==> src/rtl/mem_arbiter.sv <==
// Purpose : arbitrates a fetch port (imem) and a data port (dmem) onto one shared
//           single-port memory; dmem has priority, bounded by STARVE_LIMIT.
// Latency : grant on the edge after the request is seen in IDLE. The ready pulse
//           comes one edge after mem_ack, so the minimum is 2 cycles from request.
// Backpr. : requesters hold their fields until ready (flush for imem). A memory
//           transaction is held until mem_ack and is never aborted.
// Ports   : clk, rst (async, active-low); imem_req/addr/flush -> imem_rdata/ready;
//           dmem_req/we/addr/wdata/wmask -> dmem_rdata/ready;
//           mem_req/we/addr/wdata/wmask -> memory, mem_ack/mem_rdata <- memory.
module mem_arbiter #(
  parameter int unsigned STARVE_LIMIT = 4
) (
  input  logic        clk,
  input  logic        rst,
  // fetch port
  input  logic        imem_req,
  input  logic [31:0] imem_addr,
  input  logic        imem_flush,
  output logic [31:0] imem_rdata,
  output logic        imem_ready,
  // data port
  input  logic        dmem_req,
  input  logic        dmem_we,
  input  logic [31:0] dmem_addr,
  input  logic [31:0] dmem_wdata,
  input  logic [3:0]  dmem_wmask,
  output logic [31:0] dmem_rdata,
  output logic        dmem_ready,
  // shared memory
  output logic        mem_req,
  output logic        mem_we,
  output logic [31:0] mem_addr,
  output logic [31:0] mem_wdata,
  output logic [3:0]  mem_wmask,
  input  logic        mem_ack,
  input  logic [31:0] mem_rdata
);

  localparam int unsigned   CW    = $clog2(STARVE_LIMIT + 1);
  localparam logic [CW-1:0] LIMIT = CW'(STARVE_LIMIT);

  typedef enum logic [1:0] {IDLE, IBUSY, DBUSY, RESP} state_t;

  state_t        state_q;
  logic          kill_q;
  logic [CW-1:0] starve_cnt_q;
  logic          grant_dmem_d;
  logic          grant_imem_d;

  // dmem wins unless imem has already waited STARVE_LIMIT dmem grants.
  // A flushed fetch is never granted.
  always_comb begin
    grant_dmem_d = 1'b0;
    grant_imem_d = 1'b0;
    if (state_q == IDLE) begin
      if (dmem_req && ((starve_cnt_q < LIMIT) || !imem_req)) begin
        grant_dmem_d = 1'b1;
      end else if (imem_req && !imem_flush) begin
        grant_imem_d = 1'b1;
      end
    end
  end

  always_ff @(posedge clk or negedge rst) begin
    if (!rst) begin
      state_q      <= IDLE;
      kill_q       <= 1'b0;
      starve_cnt_q <= '0;
      mem_req      <= 1'b0;
      mem_we       <= 1'b0;
      mem_addr     <= '0;
      mem_wdata    <= '0;
      mem_wmask    <= '0;
      imem_rdata   <= '0;
      imem_ready   <= 1'b0;
      dmem_rdata   <= '0;
      dmem_ready   <= 1'b0;
    end else begin
      // ready outputs are single-cycle pulses, only raised on the ack edge
      imem_ready <= 1'b0;
      dmem_ready <= 1'b0;
      case (state_q)
        IDLE: begin
          if (grant_dmem_d) begin
            state_q   <= DBUSY;
            mem_req   <= 1'b1;
            mem_we    <= dmem_we;
            mem_addr  <= dmem_addr;
            mem_wdata <= dmem_wdata;
            mem_wmask <= dmem_wmask;
            // only dmem grants that bypass a waiting fetch count toward starvation
            if (!imem_req) begin
              starve_cnt_q <= '0;
            end else if (starve_cnt_q != LIMIT) begin
              starve_cnt_q <= starve_cnt_q + CW'(1);
            end
          end else if (grant_imem_d) begin
            state_q      <= IBUSY;
            mem_req      <= 1'b1;
            mem_we       <= 1'b0;
            mem_addr     <= imem_addr;
            mem_wdata    <= '0;
            mem_wmask    <= '0;
            starve_cnt_q <= '0;
          end
        end
        IBUSY: begin
          // a flush cannot abort the memory access; it only suppresses the response
          if (imem_flush) begin
            kill_q <= 1'b1;
          end
          if (mem_ack) begin
            state_q <= RESP;
            mem_req <= 1'b0;
            if (!(kill_q || imem_flush)) begin
              imem_rdata <= mem_rdata;
              imem_ready <= 1'b1;
            end
          end
        end
        DBUSY: begin
          if (mem_ack) begin
            state_q    <= RESP;
            mem_req    <= 1'b0;
            dmem_rdata <= mem_rdata;
            dmem_ready <= 1'b1;
          end
        end
        RESP: begin
          // ready pulse is visible during this cycle; no grant until IDLE
          state_q <= IDLE;
          kill_q  <= 1'b0;
        end
        default: begin
          state_q <= IDLE;
        end
      endcase
    end
  end

endmodule

==> config.mk <==
export PLATFORM = sky130hd
export DESIGN_NAME = mem_arbiter
export DESIGN_NICKNAME = d
export VERILOG_FILES = /design/src/rtl/mem_arbiter.sv
export SDC_FILE = /design/constraint.sdc
export NUM_CORES = 1
export LEC_CHECK = 0
export ABC_AREA = 1
export BUFFER_PORTS_ARGS = -buffer_cell sky130_fd_sc_hd__buf_2
export CAP_MARGIN = 0
export CORE_ASPECT_RATIO = 0.8
export CORE_UTILIZATION = 47
export DETAILED_ROUTE_END_ITERATION = 8
export GPL_ROUTABILITY_DRIVEN = 0
export HOLD_SLACK_MARGIN = 0.02
export MAX_ROUTING_LAYER = met4
export PLACE_DENSITY = 0.8
export SLEW_MARGIN = 10
export SYNTH_ARGS = -nofsm -noshare
export SYNTH_HDL_FRONTEND = slang
export SYNTH_SLANG_ARGS = --single-unit
export TNS_END_PERCENT = 20
==> constraint.sdc <==
create_clock -name clk -period 1.7 [get_ports clk]
set_input_delay 0.17 -clock clk [delete_from_list [all_inputs] [get_ports clk]]
set_output_delay 0.17 -clock clk [all_outputs]
set_load 0.05 [all_outputs]
==> impl_metrics.xml, run 1 <==
<?xml version="1.0" encoding="UTF-8"?>
<metrics>
  <group name="finish">
    <metric name="postLayoutCellArea" unit="µm²">8760</metric>
    <metric name="multi_input_combinational_cell_area" unit="µm²">1940</metric>
    <metric name="num-nets-final" unit="">1164</metric>
    <metric name="area.sequential" unit="µm²">3550</metric>
    <metric name="fillers" unit="">905</metric>
    <metric name="layout.core_utilization" unit="%">71.2</metric>
    <metric name="diodes" unit="">0</metric>
    <metric name="area_growth_syn_to_layout" unit="%">46.4</metric>
    <metric name="post_route_cells_drive_above_1_share" unit="%">31.4</metric>
  </group>
  <group name="sta">
    <metric name="clock-skew-final" unit="ns">0.0103</metric>
    <metric name="final_period_minus_worst_setup_slack" unit="ns">1.56</metric>
    <metric name="setup_total_negative_slack" unit="ns">0</metric>
    <metric name="final_setup_violations" unit="">0</metric>
    <metric name="finalHoldViolations" unit="">0</metric>
    <metric name="drv_slew" unit="">0</metric>
    <metric name="fin_crit_sh" unit="%">92.0</metric>
    <metric name="achievable-frequency" unit="MHz">640</metric>
    <metric name="setup_repair_after_global_routing_missed_its_margin" unit="">no</metric>
    <metric name="max_slew.worst_pin.slew" unit="ns">0.473</metric>
    <metric name="timing.max_slew.rel_slack" unit="%">68.5</metric>
    <metric name="whs" unit="ns">0.0302</metric>
  </group>
  <group name="logic_synthesis">
    <metric name="synth_area_leader_cell" unit="">dfrtp_1</metric>
    <metric name="synth_cell_types" unit="">19</metric>
    <metric name="synth_nets" unit="">843</metric>
    <metric name="sequential_to_total_area_share_from_yosys_stat" unit="%">59.4</metric>
    <metric name="yosys_register_bits" unit="">142</metric>
    <metric name="syn_inst" unit="">698</metric>
    <metric name="synth.cell_area" unit="µm²">5980</metric>
    <metric name="post-synth-top-count-cell" unit="">nand2_1</metric>
    <metric name="synth-warning-count" unit="">0</metric>
    <metric name="synth_edf_count" unit="">0</metric>
    <metric name="synth-main-ff-cell" unit="">dfrtp_1</metric>
    <metric name="avg_cell_area_syn" unit="µm²">8.57</metric>
    <metric name="netlist_top_cells_count" unit="">nand2_1 (216), dfrtp_1 (142), inv_1 (76)</metric>
    <metric name="synthDominantCellAreaShare" unit="%">59.4</metric>
    <metric name="synthArstFlopShare" unit="%">100</metric>
    <metric name="synth_top_cells_by_area" unit="">dfrtp_1 (59%), nand2_1 (14%), nand3_1 (6.0%)</metric>
  </group>
  <group name="power_and_ir_drop">
    <metric name="power_report.internal_total" unit="mW">9.73</metric>
    <metric name="power.density_cell_area" unit="nW/µm²">2290</metric>
    <metric name="clock_power_share" unit="%">18.8</metric>
    <metric name="p_sw_share" unit="%">51.4</metric>
    <metric name="p_leak" unit="nW">5.01</metric>
    <metric name="power.combinational.fraction" unit="%">52.3</metric>
    <metric name="power.ir.vdd_worst" unit="mV">1.26</metric>
    <metric name="power.switching" unit="mW">10.3</metric>
    <metric name="power_frac_seq" unit="%">28.9</metric>
  </group>
  <group name="placed_design">
    <metric name="hpwlAfterDp" unit="µm">10900</metric>
    <metric name="post_dp_cell_area" unit="µm²">7600</metric>
    <metric name="placement.io_buffers" unit="">274</metric>
  </group>
  <group name="setup_path">
    <metric name="timing.critical_path.to_type" unit="">register</metric>
    <metric name="cp_max_fo" unit="">13</metric>
    <metric name="crit_slowest_cell" unit="">dfrtp_1</metric>
    <metric name="timing.critical_path.required" unit="ns">1.98</metric>
    <metric name="cpLargestDelayFamily" unit="">flip-flops</metric>
    <metric name="critPathLaunchType" unit="">register</metric>
    <metric name="timing.critical_path.slowest_cell_delay" unit="ns">0.42</metric>
    <metric name="arrival" unit="ns">1.84</metric>
    <metric name="path_cells" unit="">inv_1 &gt; ha_2 &gt; nand3_2 &gt; buf_4 &gt; o21ai_0 &gt; a21oi_1</metric>
    <metric name="critical_path.n_buffers_inverters" unit="">2</metric>
    <metric name="setup.worst_path.class" unit="">register to register</metric>
  </group>
  <group name="floorplan">
    <metric name="dieArea" unit="µm²">13200</metric>
    <metric name="die_h" unit="µm">103</metric>
    <metric name="start_util" unit="%">48.7</metric>
    <metric name="row_count" unit="">36</metric>
    <metric name="core_area" unit="µm²">12300</metric>
    <metric name="io_pins" unit="">275</metric>
    <metric name="dieWidth" unit="µm">128</metric>
  </group>
  <group name="global_routing">
    <metric name="grt_antenna_before_repair" unit="">0</metric>
    <metric name="first_global_vias" unit="">5364</metric>
    <metric name="grt_pass1_wl" unit="µm">25800</metric>
    <metric name="grt_overflow_total" unit="">0</metric>
    <metric name="grt_start_max_net_pins" unit="">74</metric>
    <metric name="grt_util_all_layers" unit="%">26.1</metric>
  </group>
  <group name="detailed_routing">
    <metric name="viasPerCell" unit="">4.81</metric>
    <metric name="avgRoutedWirePerCell" unit="µm">13.9</metric>
    <metric name="postRouteWirelength" unit="µm">16700</metric>
    <metric name="antenna_left" unit="">0</metric>
    <metric name="drt-initial-drc-count" unit="">290</metric>
    <metric name="drt_first_pass_iters" unit="">5</metric>
    <metric name="route.vias.total" unit="">5783</metric>
    <metric name="drc" unit="">0</metric>
  </group>
  <group name="clock_tree">
    <metric name="cts-buffers-inserted" unit="">17</metric>
    <metric name="cts_sinks" unit="">142</metric>
    <metric name="tritoncts" unit="">built</metric>
    <metric name="clk_path_buf_depth" unit="">2</metric>
    <metric name="clock_insertion_delay_worst_skew" unit="ns">0.40</metric>
    <metric name="cts.htree.levels" unit="">4</metric>
    <metric name="cts.reportedPaths.clkPinSlew" unit="ns">0.06</metric>
    <metric name="clockRootBuffer" unit="">clkbuf_16</metric>
  </group>
  <group name="hold_path">
    <metric name="hold_path_class" unit="">input port to register</metric>
  </group>
  <group name="status">
    <metric name="outcome" unit="">completed</metric>
  </group>
  <group name="job">
    <metric name="timing.max_cap.violations" unit="">0</metric>
  </group>
</metrics>
## registers in the layout, summed over array words and instances (netlist names)
| register | flops |
|---|---|
| dmem_rdata | 32 |
| imem_rdata | 32 |
| mem_addr | 32 |
| mem_wdata | 32 |
| mem_wmask | 4 |
| starve_cnt_q | 3 |
| state_q | 2 |
| dmem_ready | 1 |
| imem_ready | 1 |
| kill_q | 1 |
| mem_req | 1 |
| mem_we | 1 |
## per-stage QoR
stage / cells / total power, mW / worst slack (ns)
floorplan: 698 / 13.5 / 0.228
global placement: 1116 / 15.9 / 0.179
detailed placement: 1116 / 16.1 / 0.113
CTS: 1203 / 20.0 / 0.0436
global route: 1203 / 21.1 / 0.00470
finish: 1203 / 20.0 / 0.137
## cell families after synthesis
kind of cell	after synthesis	synth area share [%]
fa+ha+maj	6	1.25
buf+inv	119	8.30
compound gates	102	8.55
simple gates	329	22.5
flops	142	59.4
## routing by layer
layer,track usage (%),up-vias,wire length [µm]
met2,44.6,282,8340
met5,-,-,0
li1,-,2822,-
met1,29.9,2641,6750
met4,11.3,0,459
met3,5.66,38,1190
## worst paths after layout
check                               start  cells past startpoint  slack (ns)              to
min reg2reg                imem_rdata[18]                      2        0.48  imem_rdata[18]
max in group asynchronous             rst                      3        0.86   mem_wdata[15]
max reg2reg                    state_q[0]                      6        0.14    mem_addr[31]
min                          mem_rdata[1]                      3        0.03   imem_rdata[1]
min in group asynchronous             rst                      2        0.26  imem_rdata[16]
max                            state_q[0]                      6        0.14    mem_addr[31]
## area by class of cell
| type | count | area share, % |
|---|---|---|
| sequential | 142 | 40.6 |
| timing repair buffer | 344 | 24.6 |
| multi-input combinational | 437 | 22.2 |
| clock buffer | 20 | 5.10 |
| inverter | 77 | 3.30 |
| tap | 171 | 2.44 |
| clock inverter | 12 | 1.81 |
## placed cells by master (no fill, tap or decap), types with 2 or more instances in the layout
cell type and count:
dfrtp_1 142, inv_1 76, buf_4 6, nand2_1 216, dlygate4sd3_1 55, clkbuf_1 2, inv_6 3, buf_2 273
bufinv_16 3, ha_1 5, o21ai_1 29, clkinvlp_4 5, buf_12 9, nor2_1 36, nand3_1 72, clkbuf_16 17
o21ai_0 71
## power groups by stage
| stage | Clock (mW) | Sequential (mW) | Combinational, mW |
|---|---|---|---|
| after detailed placement | 0 | 5.77 | 10.3 |
| after CTS | 3.83 | 5.75 | 10.5 |
| final | 3.76 | 5.79 | 10.5 |
| after floorplan | 0 | 11.0 | 2.48 |
| after global routing | 3.96 | 5.95 | 11.2 |
| after global placement | 0 | 5.72 | 10.2 |
## worst register-to-register path: stages, from the launching register on
cell and delay [ns]:
dfrtp_1 0.42, inv_1 0.10, ha_2 0.26, nand3_2 0.16
buf_4 0.22, o21ai_0 0.18, a21oi_1 0.10
## repair_timing
item,in CTS,in global routing
endpoints found under the setup margin,0,33
gates resized for setup,0,1
hold endpoints to repair,99,0
hold buffers,55,0
buffers inserted,0,0
Power figures use the tool's default switching activity.
==> run 2: changes to the inputs <==
Settings changed: CORE_ASPECT_RATIO 0.8 to unset.
==> impl_metrics.xml, run 2 (synthesized netlist as in run 1, its figures left out) <==
<?xml version="1.0" encoding="UTF-8"?>
<metrics>
  <group name="status">
    <metric name="outcome" unit="">completed</metric>
  </group>
  <group name="power_and_ir_drop">
    <metric name="power.density_cell_area" unit="nW/µm²">2280</metric>
    <metric name="power.ir.vdd_worst" unit="mV">1.60</metric>
    <metric name="p_leak" unit="nW">5.10</metric>
    <metric name="power" unit="mW">20.4</metric>
  </group>
  <group name="setup_path">
    <metric name="path_cells" unit="">inv_1 &gt; ha_2 &gt; nand3_4 &gt; buf_8 &gt; nor2_1 &gt; o21ai_1</metric>
    <metric name="timing.critical_path.required" unit="ns">1.99</metric>
    <metric name="critical_path.n_buffers_inverters" unit="">2</metric>
    <metric name="r2r_slack" unit="ns">0.1</metric>
    <metric name="cp.depth" unit="">6</metric>
    <metric name="timing.critical_path.slowest_cell_delay" unit="ns">0.41</metric>
    <metric name="timing.critical_path.to_type" unit="">register</metric>
    <metric name="setup.worst_path.start" unit="">state_q[0]</metric>
    <metric name="setup.worst_path.class" unit="">register to register</metric>
    <metric name="cpLargestDelayFamily" unit="">flip-flops</metric>
    <metric name="arrival" unit="ns">1.89</metric>
    <metric name="cp_max_fo" unit="">43</metric>
    <metric name="crit_slowest_cell" unit="">dfrtp_1</metric>
    <metric name="reg2regPathDepth" unit="">6</metric>
    <metric name="worstReg2RegEnd" unit="">mem_addr[24]</metric>
    <metric name="r2r_start" unit="">state_q[0]</metric>
    <metric name="endpoint_of_the_worst_setup_timing_path" unit="">mem_addr[24]</metric>
    <metric name="critPathLaunchType" unit="">register</metric>
  </group>
  <group name="detailed_routing">
    <metric name="postRouteWirelength" unit="µm">19200</metric>
    <metric name="route.vias.total" unit="">6135</metric>
    <metric name="drt-initial-drc-count" unit="">615</metric>
    <metric name="viasPerCell" unit="">5.04</metric>
    <metric name="avgRoutedWirePerCell" unit="µm">15.8</metric>
    <metric name="drt_first_pass_iters" unit="">6</metric>
    <metric name="antenna_left" unit="">0</metric>
    <metric name="drc" unit="">0</metric>
  </group>
  <group name="sta">
    <metric name="setup_total_negative_slack" unit="ns">0</metric>
    <metric name="timing.max_slew.rel_slack" unit="%">70.8</metric>
    <metric name="final_period_minus_worst_setup_slack" unit="ns">1.60</metric>
    <metric name="drv_slew" unit="">0</metric>
    <metric name="achievable-frequency" unit="MHz">625</metric>
    <metric name="setup_repair_after_global_routing_missed_its_margin" unit="">no</metric>
    <metric name="final_critical_path_setup_slack" unit="ns">0.0998</metric>
    <metric name="clock-skew-final" unit="ns">0.00964</metric>
    <metric name="fin_crit_sh" unit="%">94.1</metric>
    <metric name="finalHoldViolations" unit="">0</metric>
    <metric name="whs" unit="ns">0.0278</metric>
    <metric name="max_slew.worst_pin.slew" unit="ns">0.438</metric>
    <metric name="final_setup_violations" unit="">0</metric>
  </group>
  <group name="placed_design">
    <metric name="hpwlAfterDp" unit="µm">11400</metric>
    <metric name="placed_cells" unit="">1112</metric>
    <metric name="place_ws" unit="ns">-0.00469</metric>
    <metric name="placement.io_buffers" unit="">274</metric>
    <metric name="post_dp_cell_area" unit="µm²">7610</metric>
  </group>
  <group name="floorplan">
    <metric name="core_area" unit="µm²">12200</metric>
    <metric name="start_util" unit="%">49.0</metric>
    <metric name="dieWidth" unit="µm">115</metric>
    <metric name="row_count" unit="">40</metric>
    <metric name="io_pins" unit="">275</metric>
    <metric name="die_h" unit="µm">115</metric>
    <metric name="dieArea" unit="µm²">13200</metric>
  </group>
  <group name="clock_tree">
    <metric name="cts_sinks" unit="">142</metric>
    <metric name="tritoncts" unit="">built</metric>
    <metric name="clockRootBuffer" unit="">clkbuf_16</metric>
    <metric name="clock_insertion_delay_worst_skew" unit="ns">0.42</metric>
    <metric name="cts.htree.levels" unit="">4</metric>
    <metric name="cts-buffers-inserted" unit="">17</metric>
    <metric name="clk_path_buf_depth" unit="">2</metric>
    <metric name="cts_post_setup_buffers_inserted" unit="">0</metric>
    <metric name="cts.reportedPaths.clkPinSlew" unit="ns">0.06</metric>
  </group>
  <group name="global_routing">
    <metric name="grt_start_max_net_pins" unit="">66</metric>
    <metric name="grt_pass1_wl" unit="µm">29800</metric>
    <metric name="grt_overflow_total" unit="">0</metric>
    <metric name="grt_antenna_before_repair" unit="">0</metric>
    <metric name="grt_util_all_layers" unit="%">30.8</metric>
    <metric name="first_global_vias" unit="">6080</metric>
  </group>
  <group name="finish">
    <metric name="diodes" unit="">0</metric>
    <metric name="num-nets-final" unit="">1181</metric>
    <metric name="area_growth_syn_to_layout" unit="%">50.0</metric>
    <metric name="stdcell_count" unit="">1217</metric>
    <metric name="layout.cells.most_common" unit="">buf_2</metric>
    <metric name="post_route_cells_drive_above_1_share" unit="%">31.3</metric>
    <metric name="layout.core_utilization" unit="%">73.5</metric>
    <metric name="highest_count_cells_in_the_layout_ignoring_fill_and_taps" unit="">buf_2 (273), nand2_1 (214), dfrtp_1 (142)</metric>
    <metric name="postLayoutCellArea" unit="µm²">8970</metric>
  </group>
  <group name="hold_path">
    <metric name="hold_path_class" unit="">input port to register</metric>
  </group>
  <group name="job">
    <metric name="timing.max_cap.violations" unit="">0</metric>
  </group>
</metrics>
==> run 2: cell count changes in the layout (fill, tap and decap cells not counted), moves of 2 or more <==
cell / change
nand2_2: +2
clkbuf_1: -2
inv_6: -2
clkbuf_8: +2
buf_4: -3
clkinv_4: +2
dlygate4sd3_1: +18
nand2_1: -2
==> run 2: final cells by class <==
type / instances / area (µm²)
clock buffer: 20 / 467
clock inverter: 12 / 159
fill: 827 / 3240
inverter: 77 / 289
multi-input combinational: 437 / 1950
sequential: 142 / 3550
tap: 168 / 210
timing repair buffer: 361 / 2350
==> run 2: what timing repair did <==
action                     CTS  global route
hold buffers                73             0
gates resized for setup      1             4
hold endpoints to repair   113             0
setup endpoints to repair    3            20
==> run 2: worst min-delay path by stage <==
stage             startpoint             end  cells after the start
3_5_place_dp             rst     mem_addr[4]                      1
4_1_cts        mem_rdata[20]  imem_rdata[20]                      3
6_report       mem_rdata[20]  imem_rdata[20]                      3
2_1_floorplan            rst   dmem_rdata[0]                      0
5_1_grt         dmem_addr[6]     mem_addr[6]                      3
3_3_place_gp             rst     mem_addr[5]                      1
==> run 2: metal layers <==
layer  track usage [%]  share of wire [%]  up-vias
met5                 -                  0        -
met4              17.9                4.5        0
met3              7.27                8.9       66
met2              51.9                 50      397
met1              33.4                 37     2816
li1                  -                  -     2856
==> run 2: power by group <==
| part | internal [mW] | leakage (nW) | switching, mW | total (mW) |
|---|---|---|---|---|
| sequential | 4.95 | 1.78 | 0.868 | 5.82 |
| combinational | 2.48 | 3.02 | 8.25 | 10.7 |
| clock | 2.43 | 0.291 | 1.45 | 3.88 |
| total | 9.86 | 5.10 | 10.6 | 20.4 |
==> run 2: worst reg2reg max path, stage by stage (launching register included) <==
cell,delay (ns)
dfrtp_1,0.41
inv_1,0.11
ha_2,0.26
nand3_4,0.16
buf_8,0.23
nor2_1,0.18
o21ai_1,0.11
==> run 3: changes to the inputs <==
Settings changed: ABC_AREA 1 to unset, PLACE_DENSITY 0.8 to 0.81.
==> impl_metrics.xml, run 3 <==
<?xml version="1.0" encoding="UTF-8"?>
<metrics>
  <group name="logic_synthesis">
    <metric name="avg_cell_area_syn" unit="µm²">14.4</metric>
    <metric name="synth-warning-count" unit="">0</metric>
    <metric name="sequential_to_total_area_share_from_yosys_stat" unit="%">60.2</metric>
    <metric name="synth_compound_gate_area_share" unit="%">10.6</metric>
    <metric name="yosys_register_bits" unit="">142</metric>
    <metric name="post-synth-top-count-cell" unit="">dfrtp_1</metric>
    <metric name="synth_fa_ha_area_share" unit="%">1.27</metric>
    <metric name="synthDominantCellAreaShare" unit="%">60.2</metric>
    <metric name="synth-main-ff-cell" unit="">dfrtp_1</metric>
    <metric name="post_synth_xor_area_fraction" unit="%">0</metric>
    <metric name="synth_nets" unit="">556</metric>
    <metric name="netlist_top_cells_count" unit="">dfrtp_1 (142), a22o_1 (40), nand2_1 (38)</metric>
    <metric name="synth_top_family_by_area" unit="">multiplexers</metric>
    <metric name="post_synth_mux_area_share" unit="%">19.6</metric>
    <metric name="synth.cell_area" unit="µm²">5910</metric>
    <metric name="synth_cell_types" unit="">30</metric>
    <metric name="synth_edf_count" unit="">0</metric>
    <metric name="synth_simple_gate_area_share" unit="%">3.31</metric>
    <metric name="synth_top_cells_by_area" unit="">dfrtp_1 (60%), mux2_4 (7.4%), mux2_2 (6.1%)</metric>
    <metric name="synth_area_leader_cell" unit="">dfrtp_1</metric>
    <metric name="syn_inst" unit="">411</metric>
    <metric name="synthArstFlopShare" unit="%">100</metric>
  </group>
  <group name="placed_design">
    <metric name="placement.io_buffers" unit="">274</metric>
    <metric name="hpwlAfterDp" unit="µm">10100</metric>
    <metric name="placed_cells" unit="">837</metric>
    <metric name="post_dp_cell_area" unit="µm²">7390</metric>
  </group>
  <group name="status">
    <metric name="failed_checks" unit="">setup timing</metric>
    <metric name="outcome" unit="">finished with violations</metric>
  </group>
  <group name="detailed_routing">
    <metric name="drc" unit="">0</metric>
    <metric name="antenna_left" unit="">0</metric>
    <metric name="drt-initial-drc-count" unit="">264</metric>
    <metric name="route.vias.total" unit="">5059</metric>
    <metric name="viasPerCell" unit="">5.16</metric>
    <metric name="avgRoutedWirePerCell" unit="µm">19.2</metric>
    <metric name="drt_first_pass_iters" unit="">4</metric>
    <metric name="postRouteWirelength" unit="µm">18800</metric>
  </group>
  <group name="finish">
    <metric name="num-nets-final" unit="">945</metric>
    <metric name="highest_count_cells_in_the_layout_ignoring_fill_and_taps" unit="">buf_2 (273), dfrtp_1 (142), dlygate4sd3_1 (92)</metric>
    <metric name="layout.cells.most_common" unit="">buf_2</metric>
    <metric name="diodes" unit="">0</metric>
    <metric name="postLayoutCellArea" unit="µm²">9220</metric>
    <metric name="stdcell_count" unit="">980</metric>
    <metric name="area_growth_syn_to_layout" unit="%">56.1</metric>
    <metric name="post_route_cells_drive_above_1_share" unit="%">50.5</metric>
    <metric name="layout.core_utilization" unit="%">76.1</metric>
  </group>
  <group name="sta">
    <metric name="final_setup_violations" unit="">1</metric>
    <metric name="setup_repair_after_global_routing_missed_its_margin" unit="">yes</metric>
    <metric name="achievable-frequency" unit="MHz">588</metric>
    <metric name="fin_crit_sh" unit="%">100</metric>
    <metric name="final_critical_path_setup_slack" unit="ns">-0.000945</metric>
    <metric name="max_slew.worst_pin.slew" unit="ns">0.344</metric>
    <metric name="drv_slew" unit="">0</metric>
    <metric name="timing.max_slew.rel_slack" unit="%">77.1</metric>
    <metric name="final_period_minus_worst_setup_slack" unit="ns">1.70</metric>
    <metric name="clock-skew-final" unit="ns">0.00536</metric>
    <metric name="finalHoldViolations" unit="">0</metric>
  </group>
  <group name="setup_path">
    <metric name="crit_slowest_cell" unit="">dfrtp_1</metric>
    <metric name="critical_path.n_buffers_inverters" unit="">3</metric>
    <metric name="worstReg2RegEnd" unit="">mem_addr[30]</metric>
    <metric name="r2r_slack" unit="ns">-0.0009</metric>
    <metric name="cp_max_fo" unit="">11</metric>
    <metric name="r2r_start" unit="">state_q[1]</metric>
    <metric name="setup.worst_path.class" unit="">register to register</metric>
    <metric name="reg2regPathDepth" unit="">8</metric>
    <metric name="timing.critical_path.slowest_cell_delay" unit="ns">0.40</metric>
    <metric name="arrival" unit="ns">2.00</metric>
    <metric name="timing.critical_path.to_type" unit="">register</metric>
    <metric name="timing.critical_path.required" unit="ns">2.00</metric>
    <metric name="path_cells" unit="">inv_2 &gt; ha_4 &gt; nand2_4 &gt; a21oi_4 &gt; buf_4 &gt; clkbuf_16 &gt; mux2i_1 &gt; o21ai_1</metric>
    <metric name="critPathLaunchType" unit="">register</metric>
    <metric name="cpLargestDelayFamily" unit="">buffers and inverters</metric>
  </group>
  <group name="hold_path">
    <metric name="hold_end" unit="">mem_addr[6]</metric>
    <metric name="hold_path_startpoint" unit="">imem_addr[6]</metric>
    <metric name="hold_path_class" unit="">input port to register</metric>
    <metric name="min_delay_path_depth" unit="">3</metric>
  </group>
  <group name="clock_tree">
    <metric name="clock_insertion_delay_worst_skew" unit="ns">0.41</metric>
    <metric name="tritoncts" unit="">built</metric>
    <metric name="cts.htree.levels" unit="">4</metric>
    <metric name="clockRootBuffer" unit="">clkbuf_16</metric>
    <metric name="clk_path_buf_depth" unit="">2</metric>
    <metric name="cts_sinks" unit="">142</metric>
    <metric name="cts-buffers-inserted" unit="">17</metric>
    <metric name="cts.reportedPaths.clkPinSlew" unit="ns">0.06</metric>
  </group>
  <group name="global_routing">
    <metric name="first_global_vias" unit="">5406</metric>
    <metric name="met1_grt_util" unit="%">30.4</metric>
    <metric name="grt-busiest-layer" unit="">met2</metric>
    <metric name="grt_start_max_net_pins" unit="">60</metric>
    <metric name="met2_usage" unit="%">51.1</metric>
    <metric name="grt_overflow_total" unit="">0</metric>
    <metric name="grt_antenna_before_repair" unit="">0</metric>
    <metric name="grtUsageMet3" unit="%">7.68</metric>
    <metric name="grt_pass1_wl" unit="µm">27500</metric>
    <metric name="grt_util_all_layers" unit="%">28.9</metric>
  </group>
  <group name="power_and_ir_drop">
    <metric name="power" unit="mW">21.0</metric>
    <metric name="power.ir.vdd_worst" unit="mV">1.39</metric>
    <metric name="p_leak" unit="nW">4.68</metric>
    <metric name="power.density_cell_area" unit="nW/µm²">2280</metric>
  </group>
  <group name="floorplan">
    <metric name="start_util" unit="%">48.8</metric>
    <metric name="dieArea" unit="µm²">13000</metric>
    <metric name="core_area" unit="µm²">12100</metric>
    <metric name="die_h" unit="µm">114</metric>
    <metric name="io_pins" unit="">275</metric>
    <metric name="dieWidth" unit="µm">114</metric>
    <metric name="row_count" unit="">40</metric>
  </group>
  <group name="job">
    <metric name="timing.max_cap.violations" unit="">0</metric>
  </group>
</metrics>
-- run 3: logic make-up after synthesis --
logic type,count (synthesis)
flip-flops,142
AO/OA/AOI/OAI,87
multiplexers,97
buffers and inverters,34
adder cells (fa/ha/maj),6
AND/OR/NAND/NOR,45
-- run 3: worst max path at each step --
stage               startpoint        endpoint  slack, ns  depth (start not counted)
finish              state_q[1]    mem_addr[30]    -0.0009                          8
detailed placement  state_q[1]     mem_addr[1]      -0.05                          7
CTS                 state_q[0]    mem_addr[10]     -0.006                          7
global route        state_q[1]  imem_rdata[11]      -0.04                          5
global placement    state_q[1]  imem_rdata[25]       0.03                          5
floorplan           state_q[1]     mem_addr[0]       0.12                          9
-- run 3: through the flow --
stage	hold slack [ns]	setup TNS (ns)	setup WS, ns
2_1_floorplan	-0.126	0	0.120
3_3_place_gp	0.0786	0	0.0291
3_5_place_dp	0.0810	-0.983	-0.0530
4_1_cts	0.0201	-0.00903	-0.00579
5_1_grt	0.0394	-1.01	-0.0375
6_report	0.0306	-0.000945	-0.000945
-- run 3: tightest hold or removal path: stages --
cell and delay [ns]:
buf_2 0.08, mux2i_1 0.05, o21ai_1 0.11
-- run 3: final cells by class --
type	count	area, µm²
multi-input cells	235	2110
inverters	6	22.5
clock inverters	12	72.6
flip-flops and latches	142	3550
well taps	168	210
repair buffers	398	2810
fillers	769	2890
clock buffers	19	443
-- run 3: power breakdown --
part | internal (mW) | switching (mW) | leakage, nW
clock network | 1.87 | 1.42 | 0.258
registers | 5.00 | 0.980 | 1.75
logic | 3.64 | 8.11 | 2.67
total | 10.5 | 10.5 | 4.68
-- run 3: repair_timing --
action                                 CTS  global route
setup buffers                            3             8
hold buffers                            92             0
endpoints found under the hold margin  255             0
pin swaps                                0             2
cloned                                   3             6
setup endpoints to repair               63            59
gates resized for setup                  8             9
-- run 3: metal layers --
layer  share of wire, %  vias to the layer above  routed length, µm
met5                  0                        -                  0
met4                2.0                        0                375
met3                6.2                       38               1170
met2                 55                      259              10300
met1                 37                     2513               6950
li1                   -                     2249                  -
